$ cat src/rtl/cmos_power_seq_ctrl.sv
// OV5640 power-up / configuration sequencer.
// Walks the sensor through PWDN and RESETB with millisecond timing, then releases
// the I2C register-write engine and waits for its config-done flag. A timeout
// triggers a full power cycle, and the sequencer parks the sensor in FAIL after
// MAX_RETRY timed-out attempts.
module cmos_power_seq_ctrl #(
    parameter int unsigned CLK_FREQ       = 100_000_000,
    parameter int unsigned PWDN_DELAY_MS  = 5,
    parameter int unsigned RESET_DELAY_MS = 1,
    parameter int unsigned SCCB_DELAY_MS  = 20,
    parameter int unsigned CFG_TIMEOUT_MS = 500,
    parameter int unsigned CFG_GUARD      = 16,
    parameter int unsigned MAX_RETRY      = 3
) (
    input  logic       clk,
    input  logic       rst_n,
    input  logic       reinit_req,
    input  logic       cfg_done,
    output logic       cmos_pwdn,
    output logic       cmos_rst_n,
    output logic       cfg_rst_n,
    output logic       init_done,
    output logic       init_fail,
    output logic [3:0] retry_cnt,
    output logic [2:0] seq_state
);

    localparam int unsigned DIV        = CLK_FREQ / 1000;
    localparam logic [16:0] PRESC_LAST = 17'(DIV - 1);
    localparam logic [9:0]  PWDN_LAST  = 10'(PWDN_DELAY_MS - 1);
    localparam logic [9:0]  RESET_LAST = 10'(RESET_DELAY_MS - 1);
    localparam logic [9:0]  SCCB_LAST  = 10'(SCCB_DELAY_MS - 1);
    localparam logic [9:0]  CFG_LAST   = 10'(CFG_TIMEOUT_MS - 1);
    localparam logic [7:0]  GUARD_LEN  = 8'(CFG_GUARD);
    localparam logic [3:0]  RETRY_MAX  = 4'(MAX_RETRY);

    localparam logic [2:0] S_PWDN_HOLD = 3'd0;
    localparam logic [2:0] S_PWR_UP    = 3'd1;
    localparam logic [2:0] S_RST_REL   = 3'd2;
    localparam logic [2:0] S_CONFIG    = 3'd3;
    localparam logic [2:0] S_READY     = 3'd4;
    localparam logic [2:0] S_FAIL      = 3'd5;

    logic [2:0]  state_q;
    logic [2:0]  state_d;
    logic [16:0] presc_q;
    logic [9:0]  ms_q;
    logic [7:0]  guard_q;
    logic        ms_wrap;
    logic        pwdn_elapsed;
    logic        reset_elapsed;
    logic        sccb_elapsed;
    logic        cfg_timeout;
    logic        guard_over;
    logic        cfg_ok;
    logic        state_change;
    logic        reinit_ok;
    logic [3:0]  retry_next;

    // The last cycle of an N ms state is the prescaler wrap that would make ms_cnt reach N.
    assign ms_wrap       = (presc_q == PRESC_LAST);
    assign pwdn_elapsed  = ms_wrap && (ms_q == PWDN_LAST);
    assign reset_elapsed = ms_wrap && (ms_q == RESET_LAST);
    assign sccb_elapsed  = ms_wrap && (ms_q == SCCB_LAST);
    assign cfg_timeout   = ms_wrap && (ms_q == CFG_LAST);
    assign guard_over    = (guard_q == GUARD_LEN);
    assign cfg_ok        = guard_over && cfg_done;
    assign retry_next    = retry_cnt + 4'd1;
    assign state_change  = (state_d != state_q);
    assign reinit_ok     = reinit_req && ((state_q == S_READY) || (state_q == S_FAIL));
    assign seq_state     = state_q;

    // Next-state selection; cfg_done takes priority over a coincident timeout.
    always_comb begin
        state_d = state_q;
        case (state_q)
            S_PWDN_HOLD: if (pwdn_elapsed)  state_d = S_PWR_UP;
            S_PWR_UP:    if (reset_elapsed) state_d = S_RST_REL;
            S_RST_REL:   if (sccb_elapsed)  state_d = S_CONFIG;
            S_CONFIG: begin
                if (cfg_ok)
                    state_d = S_READY;
                else if (cfg_timeout)
                    state_d = (retry_next >= RETRY_MAX) ? S_FAIL : S_PWDN_HOLD;
            end
            S_READY, S_FAIL: if (reinit_req) state_d = S_PWDN_HOLD;
            default:     state_d = S_PWDN_HOLD;
        endcase
    end

    // Millisecond timebase, restarted on every state entry.
    always_ff @(posedge clk or negedge rst_n) begin
        if (!rst_n) begin
            presc_q <= '0;
            ms_q    <= '0;
        end else if (state_change) begin
            presc_q <= '0;
            ms_q    <= '0;
        end else if (ms_wrap) begin
            presc_q <= '0;
            ms_q    <= ms_q + 10'd1;
        end else begin
            presc_q <= presc_q + 17'd1;
        end
    end

    // Guard window after engine release, during which a stale cfg_done is ignored.
    always_ff @(posedge clk or negedge rst_n) begin
        if (!rst_n)
            guard_q <= '0;
        else if (state_change)
            guard_q <= '0;
        else if ((state_q == S_CONFIG) && !guard_over)
            guard_q <= guard_q + 8'd1;
    end

    // State register with pin outputs registered from the incoming state.
    always_ff @(posedge clk or negedge rst_n) begin
        if (!rst_n) begin
            state_q    <= S_PWDN_HOLD;
            cmos_pwdn  <= 1'b1;
            cmos_rst_n <= 1'b0;
            cfg_rst_n  <= 1'b0;
            init_done  <= 1'b0;
            init_fail  <= 1'b0;
        end else begin
            state_q    <= state_d;
            cmos_pwdn  <= (state_d == S_PWDN_HOLD) || (state_d == S_FAIL);
            cmos_rst_n <= (state_d == S_RST_REL) || (state_d == S_CONFIG) || (state_d == S_READY);
            cfg_rst_n  <= (state_d == S_CONFIG) || (state_d == S_READY);
            init_done  <= (state_d == S_READY);
            init_fail  <= (state_d == S_FAIL);
        end
    end

    // Failed-attempt counter: bumps on timeout, saturates, cleared only by reinit.
    always_ff @(posedge clk or negedge rst_n) begin
        if (!rst_n)
            retry_cnt <= '0;
        else if (reinit_ok)
            retry_cnt <= '0;
        else if ((state_q == S_CONFIG) && !cfg_ok && cfg_timeout && (retry_cnt != RETRY_MAX))
            retry_cnt <= retry_next;
    end

endmodule

$ cat config.mk
export PLATFORM = sky130hd
export DESIGN_NAME = cmos_power_seq_ctrl
export DESIGN_NICKNAME = d
export VERILOG_FILES = /design/src/rtl/cmos_power_seq_ctrl.sv
export SDC_FILE = /design/constraint.sdc
export NUM_CORES = 1
export LEC_CHECK = 0
export BUFFER_PORTS_ARGS = -buffer_cell sky130_fd_sc_hd__buf_2
export CAP_MARGIN = 20
export CORE_UTILIZATION = 35
export CTS_BUF_LIST = sky130_fd_sc_hd__clkbuf_2
export DETAILED_ROUTE_END_ITERATION = 10
export GPL_TIMING_DRIVEN = 1
export PLACE_DENSITY = 0.49
export SYNTH_ARGS = -nofsm -noshare
export SYNTH_HDL_FRONTEND = slang
export SYNTH_SLANG_ARGS = --single-unit
$ cat constraint.sdc
create_clock -name clk -period 6.8 [get_ports clk]
set_input_delay 2.04 -clock clk [delete_from_list [all_inputs] [get_ports clk]]
set_output_delay 2.04 -clock clk [all_outputs]
set_load 0.02 [all_outputs]
==> impl_metrics.env, run 1 <==
export IMPL_synth_distinct_cells=43
export IMPL_num_nets_final=290
export IMPL_arrival_ns=3.61
export IMPL_n_antenna_cell=0
export IMPL_grt_usage_pct=14.6
export IMPL_synth_seq_cells=47
export IMPL_synth_most_common_cell="dfrtp_1"
export IMPL_synthTopCellsByArea="dfrtp_1 (46%), xor2_1 (7.0%), nor2_1 (6.1%)"
export IMPL_synthArstFlopShare_pct=100
export IMPL_hold_viol_final=0
export IMPL_seq_area_mm2=0.00118
export IMPL_start_util_pct=36.6
export IMPL_cellPowerDensity_mw_per_mm2=145
export IMPL_peakVddDrop_v=0.0000642
export IMPL_yosysSeqAreaShare_pct=46.8
export IMPL_wl_per_cell_um=13.0
export IMPL_die_area_mm2=0.00753
export IMPL_synth_area_mm2=0.00251
export IMPL_r2r_cells=6
export IMPL_io_pin_count=16
export IMPL_holdWs_ns=0.500
export IMPL_dr_pass1_iters=6
export IMPL_synth_commonest_cells="dfrtp_1 (46), nor2_1 (41), xor2_1 (20)"
export IMPL_clkTransAtPathRegs_ns=0.23
export IMPL_synth_top_cell_area_share_pct=45.8
export IMPL_rr_startpoint="presc_q[5]"
export IMPL_clock_root_buffer="clkbuf_2"
export IMPL_grt_pass1_vias=1757
export IMPL_yosysWarnings=0
export IMPL_detail_route_antenna_nets=0
export IMPL_hp_class="register to register"
export IMPL_cts_tree="built"
export IMPL_status="finished, final reports clean"
export IMPL_start_kind="input pin"
export IMPL_min_period_ns=3.33
export IMPL_hold_end="presc_q[0]"
export IMPL_synth_edf_count=0
export IMPL_insertion_delay_ns=0.40
export IMPL_cts_buffers=5
export IMPL_post_cts_resized=0
export IMPL_timing_rr_end="guard_q[0]"
export IMPL_clockBufferDepth=2
export IMPL_clock_sinks=47
export IMPL_switchingPower_uw=94.3
export IMPL_tightest_slew_ns=0.921
export IMPL_timing_slew_headroom_pct=38.4
export IMPL_drc=0
export IMPL_p_int_uw=305
export IMPL_slew_viol_final=0
export IMPL_fillers=685
export IMPL_grt_overflow=0
export IMPL_num_rows=30
export IMPL_min_from="presc_q[0]"
export IMPL_worstPathMaxFanout=13
export IMPL_clkPwrFrac_pct=27.9
export IMPL_cap_violations=0
export IMPL_required_ns=7.08
export IMPL_grt_pass1_wl_um=8520
export IMPL_portBuffers=15
export IMPL_fp_dieH_um=86.8
export IMPL_syn2layout_area_growth_pct=9.70
export IMPL_multi_input_area_mm2=0.00127
export IMPL_globalplace_congestion=0.746
export IMPL_cts_setup_buffers=0
export IMPL_grt_max_degree=48
export IMPL_p_leak_uw=0.00124
export IMPL_die_w_um=86.8
export IMPL_period_share_pct=49.0
export IMPL_setup_tns_final_ns=0
export IMPL_first_iter_violations=84
export IMPL_cts_hold_buf=0
export IMPL_h_tree_depth=2
export IMPL_switching_share_pct=23.6
export IMPL_synth_top_cell_by_area="dfrtp_1"
export IMPL_netlist_instances=260
export IMPL_synth_avg_cell_area_um2=9.67
export IMPL_drt_total_wl_um=4900
export IMPL_endpoint_kind="register"
export IMPL_p_comb_share_pct=2.0
export IMPL_worstSetupPathType="input pin to register"
export IMPL_synth_nets=271
export IMPL_finClkSkew_ns=0.0133
export IMPL_grt_setup_unrepaired="false"
export IMPL_synth_ff_type="dfrtp_1"
export IMPL_rrSetupSlack_ns=3.49
export IMPL_drive_above_1_share_pct=15.0
export IMPL_fp_coreArea_mm2=0.00687
export IMPL_vias=1836
export IMPL_via_per_inst=4.88
export IMPL_setup_viol_count_final=0
export IMPL_timing_fmax_ghz=0.300
export IMPL_seqPwrFrac_pct=70.2
export IMPL_hold_depth=1
export IMPL_hpwl_um=3490
export IMPL_antenna_found_initial=0
-- power by group through the flow --
stage          registers (uW)  logic [uW]  clock network [uW]
4_1_cts                   280        7.19                 119
5_1_grt                   280        9.55                 128
3_3_place_gp              285        7.14                   0
2_1_floorplan             285       0.110                   0
6_report                  280        7.93                 111
3_5_place_dp              285        7.18                   0
-- cell families after synthesis --
kind of cell	Yosys count	share of synthesized area (%)
AOI/OAI and AO/OA	24	7.31
DFF	47	46.8
xor gates and xnor gates	33	11.5
and+or+nand+nor	131	27.9
buffers and inverters	18	2.98
adders and majority gates	7	3.48
-- placed cells by master, fill, tap and decap left out, types with 3 or more instances in the layout --
master,n
nor2_2,10
buf_2,15
and3_1,6
clkbuf_2,6
inv_1,12
ha_1,7
nand3b_1,4
xor2_1,20
nand3_1,8
xnor2_1,13
nor4_1,6
nand2b_1,5
o21ai_0,3
a21oi_1,6
nand2_1,18
dfrtp_1,46
nand4_1,13
nor3_1,4
nor2_1,41
a31oi_1,3
-- critical path, stage by stage --
cell and delay (ns):
buf_2 0.10, a31oi_1 0.38, a221oi_4 0.18, a31oi_2 0.80, nor2_1 0.11
-- flip-flops by register name, summed over array words and instances, names as in the netlist, 3 cells and up --
| register | flops |
|---|---|
| presc_q | 17 |
| guard_q | 8 |
| retry_cnt | 4 |
| ms_q | 10 |
| seq_state | 3 |
-- cell type report --
class,count,area share (%)
inverter,12,1.63
tap,96,4.35
clock inverter,3,0.544
clock buffer,5,0.907
timing repair buffer,18,3.90
sequential,47,42.7
multi-input combinational,195,46.0
-- metal layers --
| layer | global-route usage, % | vias up | wire length, um |
|---|---|---|---|
| met5 | 0 | - | 0 |
| met4 | 5.45 | 0 | 92 |
| met3 | 3.05 | 8 | 103 |
| met2 | 22.9 | 18 | 2230 |
| met1 | 19.9 | 871 | 2470 |
| li1 | - | 939 | - |
-- per-stage QoR --
stage	setup slack [ns]	instances	utilization, %	cell area, um2	power [uW]
floorplan	3.62	260	-	2510	285
global placement	3.03	366	39.2	2690	292
detailed placement	3.00	366	39.2	2690	292
CTS	3.44	374	39.8	2730	406
global route	3.21	376	40.2	2760	418
finish	3.47	376	40.2	2760	399
-- worst max-delay path by stage --
stage | startpoint | endpoint | slack (ns)
finish | cfg_done | guard_q[0] | 3.47
global route | presc_q[5] | guard_q[1] | 3.21
CTS | presc_q[5] | guard_q[0] | 3.44
detailed placement | cfg_done | guard_q[0] | 3.00
global placement | cfg_done | guard_q[0] | 3.03
floorplan | cfg_done | guard_q[5] | 3.62
(Power assumes the default switching activity.)
==> run 2, diff against run 1 <==
--- a/config.mk
+++ b/config.mk
@@ -5,13 +5,14 @@
 export SDC_FILE = /design/constraint.sdc
 export NUM_CORES = 1
 export LEC_CHECK = 0
+export ABC_AREA = 1
 export BUFFER_PORTS_ARGS = -buffer_cell sky130_fd_sc_hd__buf_2
 export CAP_MARGIN = 20
 export CORE_UTILIZATION = 35
 export CTS_BUF_LIST = sky130_fd_sc_hd__clkbuf_2
 export DETAILED_ROUTE_END_ITERATION = 10
 export GPL_TIMING_DRIVEN = 1
-export PLACE_DENSITY = 0.49
+export PLACE_DENSITY = 0.5
 export SYNTH_ARGS = -nofsm -noshare
 export SYNTH_HDL_FRONTEND = slang
 export SYNTH_SLANG_ARGS = --single-unit
==> constraint.sdc (replaced) <==
create_clock -name clk -period 3 [get_ports clk]
set_input_delay 0.9 -clock clk [delete_from_list [all_inputs] [get_ports clk]]
set_output_delay 0.9 -clock clk [all_outputs]
set_load 0.02 [all_outputs]
==> impl_metrics.env, run 2 <==
export IMPL_status="finished, final reports clean"
export IMPL_cap_violations=0
export IMPL_portBuffers=15
export IMPL_grt_pass1_vias=2267
export IMPL_synth_avg_cell_area_um2=8.46
export IMPL_num_nets_final=384
export IMPL_p_leak_uw=0.00148
export IMPL_detail_route_antenna_nets=0
export IMPL_finClkSkew_ns=0.0191
export IMPL_wl_per_cell_um=12.2
export IMPL_antenna_found_initial=0
export IMPL_largest_reg_flops=17
export IMPL_globalplace_congestion=0.828
export IMPL_place_inst=471
export IMPL_finalPower_uw=920
export IMPL_synth_most_common_cell="nand2_1"
export IMPL_post_cts_resized=0
export IMPL_synthTopCellsByArea="dfrtp_1 (39%), nor2_4 (12%), nand2_1 (9.0%)"
export IMPL_period_share_pct=77.6
export IMPL_required_ns=3.33
export IMPL_worstSetupPathType="register to register"
export IMPL_die_area_mm2=0.00888
export IMPL_syn2layout_area_growth_pct=7.69
export IMPL_synth_commonest_cells="nand2_1 (71), dfrtp_1 (46), inv_1 (38)"
export IMPL_num_rows=33
export IMPL_n_antenna_cell=0
export IMPL_grt_setup_unrepaired="false"
export IMPL_fp_coreArea_mm2=0.00822
export IMPL_cts_setup_buffers=0
export IMPL_synth_top_cell_by_area="dfrtp_1"
export IMPL_mostFrequentLayoutCells="nand2_1 (71), dfrtp_1 (46), inv_1 (38), nor2_1 (35), nor2_4 (33)"
export IMPL_setup_tns_final_ns=0
export IMPL_grt_usage_pct=15.1
export IMPL_stdcell_count=479
export IMPL_grt_pass1_wl_um=10400
export IMPL_synth_distinct_cells=33
export IMPL_layout_commonest_cell="nand2_1"
export IMPL_timing_fmax_ghz=0.429
export IMPL_synth_seq_cells=47
export IMPL_timing_slew_headroom_pct=69.3
export IMPL_tightest_slew_ns=0.459
export IMPL_synth_nets=363
export IMPL_synthArstFlopShare_pct=100
export IMPL_drc=0
export IMPL_netlist_instances=352
export IMPL_synth_edf_count=0
export IMPL_drt_total_wl_um=5870
export IMPL_worstPathMaxFanout=10
export IMPL_grt_max_degree=48
export IMPL_fillers=833
export IMPL_min_period_ns=2.33
export IMPL_hold_viol_final=0
export IMPL_first_iter_violations=87
export IMPL_cts_buffers=5
export IMPL_drive_above_1_share_pct=22.7
export IMPL_slew_viol_final=0
export IMPL_clock_sinks=47
export IMPL_yosysSeqAreaShare_pct=39.6
export IMPL_via_per_inst=4.67
export IMPL_clockBufferDepth=2
export IMPL_hp_class="input pin to asynchronous set/reset pin"
export IMPL_fp_dieH_um=94.2
export IMPL_cts_hold_buf=0
export IMPL_die_w_um=94.2
export IMPL_clkTransAtPathRegs_ns=0.23
export IMPL_arrival_ns=2.66
export IMPL_synth_ff_type="dfrtp_1"
export IMPL_insertion_delay_ns=0.42
export IMPL_fin_ws_ns=0.672
export IMPL_peakVddDrop_v=0.000116
export IMPL_yosysWarnings=0
export IMPL_dp_slack_ns=0.631
export IMPL_hpwl_um=4310
export IMPL_endpoint_kind="register"
export IMPL_clock_root_buffer="clkbuf_2"
export IMPL_start_kind="register"
export IMPL_dr_pass1_iters=4
export IMPL_io_pin_count=16
export IMPL_vias=2238
export IMPL_cts_tree="built"
export IMPL_reg_top3="presc_q x17, ms_q x10, guard_q x8"
export IMPL_top_register="presc_q"
export IMPL_setup_viol_count_final=0
export IMPL_cellPowerDensity_mw_per_mm2=287
export IMPL_synth_top_cell_area_share_pct=38.7
export IMPL_grt_overflow=0
export IMPL_synth_area_mm2=0.00298
export IMPL_start_util_pct=36.2
export IMPL_h_tree_depth=2
==> run 2: worst max-delay path: stages, from the launching register on <==
cell and delay (ns):
dfrtp_1 0.43, ha_1 0.22, nand2_2 0.09, nor2_4 0.19
nand2_4 0.09, nor2_8 0.21, nand2_2 0.10, nand2_1 0.07
nand2_1 0.04, nand2_1 0.05, nand2_1 0.08, nand2_2 0.10
nor2_4 0.04, nand2_4 0.16, buf_4 0.33, nor2_4 0.04
==> run 2: layout make-up <==
| class | instances | area, um2 | share of cell area [%] |
|---|---|---|---|
| clock buffer | 5 | 25.0 | 0.781 |
| clock inverter | 3 | 15.0 | 0.468 |
| inverter | 49 | 184 | 5.74 |
| tap | 105 | 131 | 4.10 |
| sequential | 47 | 1180 | 36.7 |
| multi-input combinational | 252 | 1550 | 48.4 |
| timing repair buffer | 18 | 123 | 3.83 |
==> run 2: logic make-up after synthesis <==
family | synth area share [%]
adder cells (fa/ha/maj) | 2.94
AND/OR/NAND/NOR | 39.5
buffers and inverters | 8.36
flip-flops | 39.6
XOR/XNOR | 4.41
AO/OA/AOI/OAI | 5.21
==> run 2: worst paths after layout <==
check	to	slack (ns)	startpoint	depth (start not counted)
setup / recovery	presc_q[2]	0.67	presc_q[0]	15
hold / removal	presc_q[5]	0.41	rst_n	2
setup reg to reg	presc_q[2]	0.67	presc_q[0]	15
hold reg to reg	presc_q[0]	0.61	presc_q[0]	3
max in group asynchronous	cmos_pwdn	2.31	rst_n	2
min in group clk	presc_q[0]	0.61	presc_q[0]	3
==> run 2: metrics by stage <==
step / utilization (%) / hold WS [ns] / cell area (um2)
2_1_floorplan: - / 0.545 / 2980
3_3_place_gp: 38.5 / 0.584 / 3170
3_5_place_dp: 38.5 / 0.594 / 3170
4_1_cts: 39.0 / 0.386 / 3210
5_1_grt: 39.0 / 0.386 / 3210
6_report: 39.0 / 0.408 / 3210
==> run 2: power breakdown <==
| group | leakage (uW) | switching, uW | total, uW | internal [uW] |
|---|---|---|---|---|
| clock network | 0.0000325 | 213 | 267 | 53.7 |
| registers | 0.000618 | 0 | 635 | 635 |
| logic | 0.000827 | 14.1 | 18.4 | 4.28 |
==> run 2: routing by layer <==
metal  share of wire [%]  vias to the layer above  track usage, %
li1                    -                     1159               -
met1                  47                     1059            18.5
met2                  51                       15            27.1
met3                 2.0                        5            2.51
met4                0.80                        0            3.97
met5                   0                        -               0
==> run 3, diff against run 2 <==
--- a/config.mk
+++ b/config.mk
@@ -12,7 +12,7 @@
 export CTS_BUF_LIST = sky130_fd_sc_hd__clkbuf_2
 export DETAILED_ROUTE_END_ITERATION = 10
 export GPL_TIMING_DRIVEN = 1
-export PLACE_DENSITY = 0.5
+export PLACE_DENSITY = 0.49
 export SYNTH_ARGS = -nofsm -noshare
 export SYNTH_HDL_FRONTEND = slang
 export SYNTH_SLANG_ARGS = --single-unit
==> constraint.sdc (replaced) <==
create_clock -name clk -period 2.2 [get_ports clk]
set_input_delay 0.66 -clock clk [delete_from_list [all_inputs] [get_ports clk]]
set_output_delay 0.66 -clock clk [all_outputs]
set_load 0.02 [all_outputs]
==> impl_metrics.env, run 3 (synthesis gave the netlist of run 2 again) <==
export IMPL_status="finished, final reports clean"
export IMPL_mostFrequentLayoutCells="nand2_1 (71), dfrtp_1 (45), inv_1 (38), nor2_1 (34), nor2_4 (33)"
export IMPL_cap_violations=0
export IMPL_dr_pass1_iters=4
export IMPL_cts_tree="built"
export IMPL_grt_overflow=0
export IMPL_vias=2279
export IMPL_io_pin_count=16
export IMPL_num_rows=33
export IMPL_final_area_mm2=0.00330
export IMPL_worstPathMaxFanout=9
export IMPL_cts_hold_buf=0
export IMPL_crit_path_start="ms_q[1]"
export IMPL_required_ns=2.54
export IMPL_cts_buffers=5
export IMPL_endpoint_kind="register"
export IMPL_max_stage_delay_ns=0.44
export IMPL_n_antenna_cell=0
export IMPL_cp_top_family="simple AND/OR/NAND/NOR gates"
export IMPL_place_area_mm2=0.00320
export IMPL_antenna_found_initial=0
export IMPL_h_tree_depth=2
export IMPL_critPathSlowestCell="dfrtp_1"
export IMPL_crit_chain="ha_1, nand4_1, nor2_2, nand2_2, nand2_1, nand2_1, a21oi_2, nor2_4, nand2_4, clkbuf_16, nor2_4"
export IMPL_finClkSkew_ns=0.00860
export IMPL_fp_coreArea_mm2=0.00822
export IMPL_num_nets_final=392
export IMPL_worstSetupPathType="register to register"
export IMPL_setup_viol_count_final=0
export IMPL_insertion_delay_ns=0.42
export IMPL_clkTransAtPathRegs_ns=0.24
export IMPL_via_per_inst=4.69
export IMPL_cellPowerDensity_mw_per_mm2=375
export IMPL_layout_commonest_cell="nand2_1"
export IMPL_top_register="presc_q"
export IMPL_grt_pass1_vias=2108
export IMPL_detail_route_antenna_nets=0
export IMPL_timing_fmax_ghz=0.490
export IMPL_globalplace_congestion=0.783
export IMPL_syn2layout_area_growth_pct=10.9
export IMPL_start_util_pct=36.2
export IMPL_clockBufferDepth=2
export IMPL_slew_viol_final=0
export IMPL_hp_class="input pin to asynchronous set/reset pin"
export IMPL_rr_startpoint="ms_q[1]"
export IMPL_portBuffers=15
export IMPL_postLayoutCoreUtil_pct=40.2
export IMPL_die_area_mm2=0.00888
export IMPL_hold_viol_final=0
export IMPL_switchingPower_uw=300
export IMPL_timing_slew_headroom_pct=69.6
export IMPL_grt_setup_unrepaired="true"
export IMPL_clkPwrFrac_pct=28.1
export IMPL_switching_share_pct=24.2
export IMPL_grt_max_degree=25
export IMPL_drive_above_1_share_pct=24.7
export IMPL_period_share_pct=92.8
export IMPL_start_kind="register"
export IMPL_drc=0
export IMPL_peakVddDrop_v=0.000217
export IMPL_largest_reg_flops=17
export IMPL_p_int_uw=938
export IMPL_fp_dieH_um=94.2
export IMPL_wl_per_cell_um=11.8
export IMPL_critPathBufInv=1
export IMPL_clock_root_buffer="clkbuf_2"
export IMPL_p_comb_share_pct=1.9
export IMPL_p_leak_uw=0.00152
export IMPL_die_w_um=94.2
export IMPL_grt_usage_pct=14.2
export IMPL_reg_top3="presc_q x17, ms_q x10, guard_q x8"
export IMPL_clock_sinks=47
export IMPL_tightest_slew_ns=0.455
export IMPL_min_period_ns=2.04
export IMPL_seqPwrFrac_pct=70.0
export IMPL_setup_tns_final_ns=0
export IMPL_drt_total_wl_um=5750
export IMPL_arrival_ns=2.38
export IMPL_hpwl_um=4310
export IMPL_first_iter_violations=77
export IMPL_grt_pass1_wl_um=9740
-- run 3: cell count changes in the layout (fill, tap and decap cells not counted), sizes merged --
| cell | delta |
|---|---|
| buf | +6 |
| clkbuf | +2 |
| clkinv | -1 |
-- run 3: final cells by class --
type                       count  area, um2
clock inverter                 2       8.76
sequential                    47       1180
multi-input combinational    252       1560
inverter                      49        184
fill                         842       4920
timing repair buffer          26        218
clock buffer                   5       25.0
tap                          105        131
-- run 3: what timing repair did --
item | 4_1_cts | 5_1_grt
gates resized for setup | 0 | 3
setup buffers | 0 | 1
setup endpoints to repair | 0 | 36
-- run 3: metrics by stage --
| step | instances | power (uW) | setup slack, ns | hold WS [ns] |
|---|---|---|---|---|
| global placement | 476 | 906 | 0.108 | 0.577 |
| global route | 486 | 1290 | 0.000296 | 0.167 |
| detailed placement | 476 | 906 | 0.102 | 0.579 |
| CTS | 483 | 1270 | 0.0695 | 0.160 |
| finish | 486 | 1240 | 0.158 | 0.183 |
| floorplan | 352 | 881 | 0.215 | 0.364 |
-- run 3: final timing paths --
path                                 to  slack [ns]  cells past startpoint
max                          presc_q[7]        0.16                     11
min in group clk           retry_cnt[1]        0.59                      4
max reg2reg                  presc_q[7]        0.16                     11
max in group asynchronous     cmos_pwdn        1.72                      2
min                         presc_q[12]        0.18                      2
min reg2reg                  guard_q[7]        0.60                      3
-- run 3: per-layer routing --
metal | share of wire, % | up-vias | global-route usage [%]
met1 | 52 | 1075 | 20.3
li1 | - | 1174 | -
met4 | 0.61 | 0 | 4.49
met3 | 2.6 | 4 | 2.67
met5 | 0 | - | 0
met2 | 45 | 26 | 21.5
-- run 3: power by group through the flow --
stage | clock, uW | sequential, uW | combinational [uW]
after global routing | 396 | 867 | 28.7
after CTS | 373 | 866 | 25.4
after floorplan | 0 | 881 | 0.553
final | 348 | 866 | 23.3
after detailed placement | 0 | 880 | 25.7
after global placement | 0 | 880 | 25.4
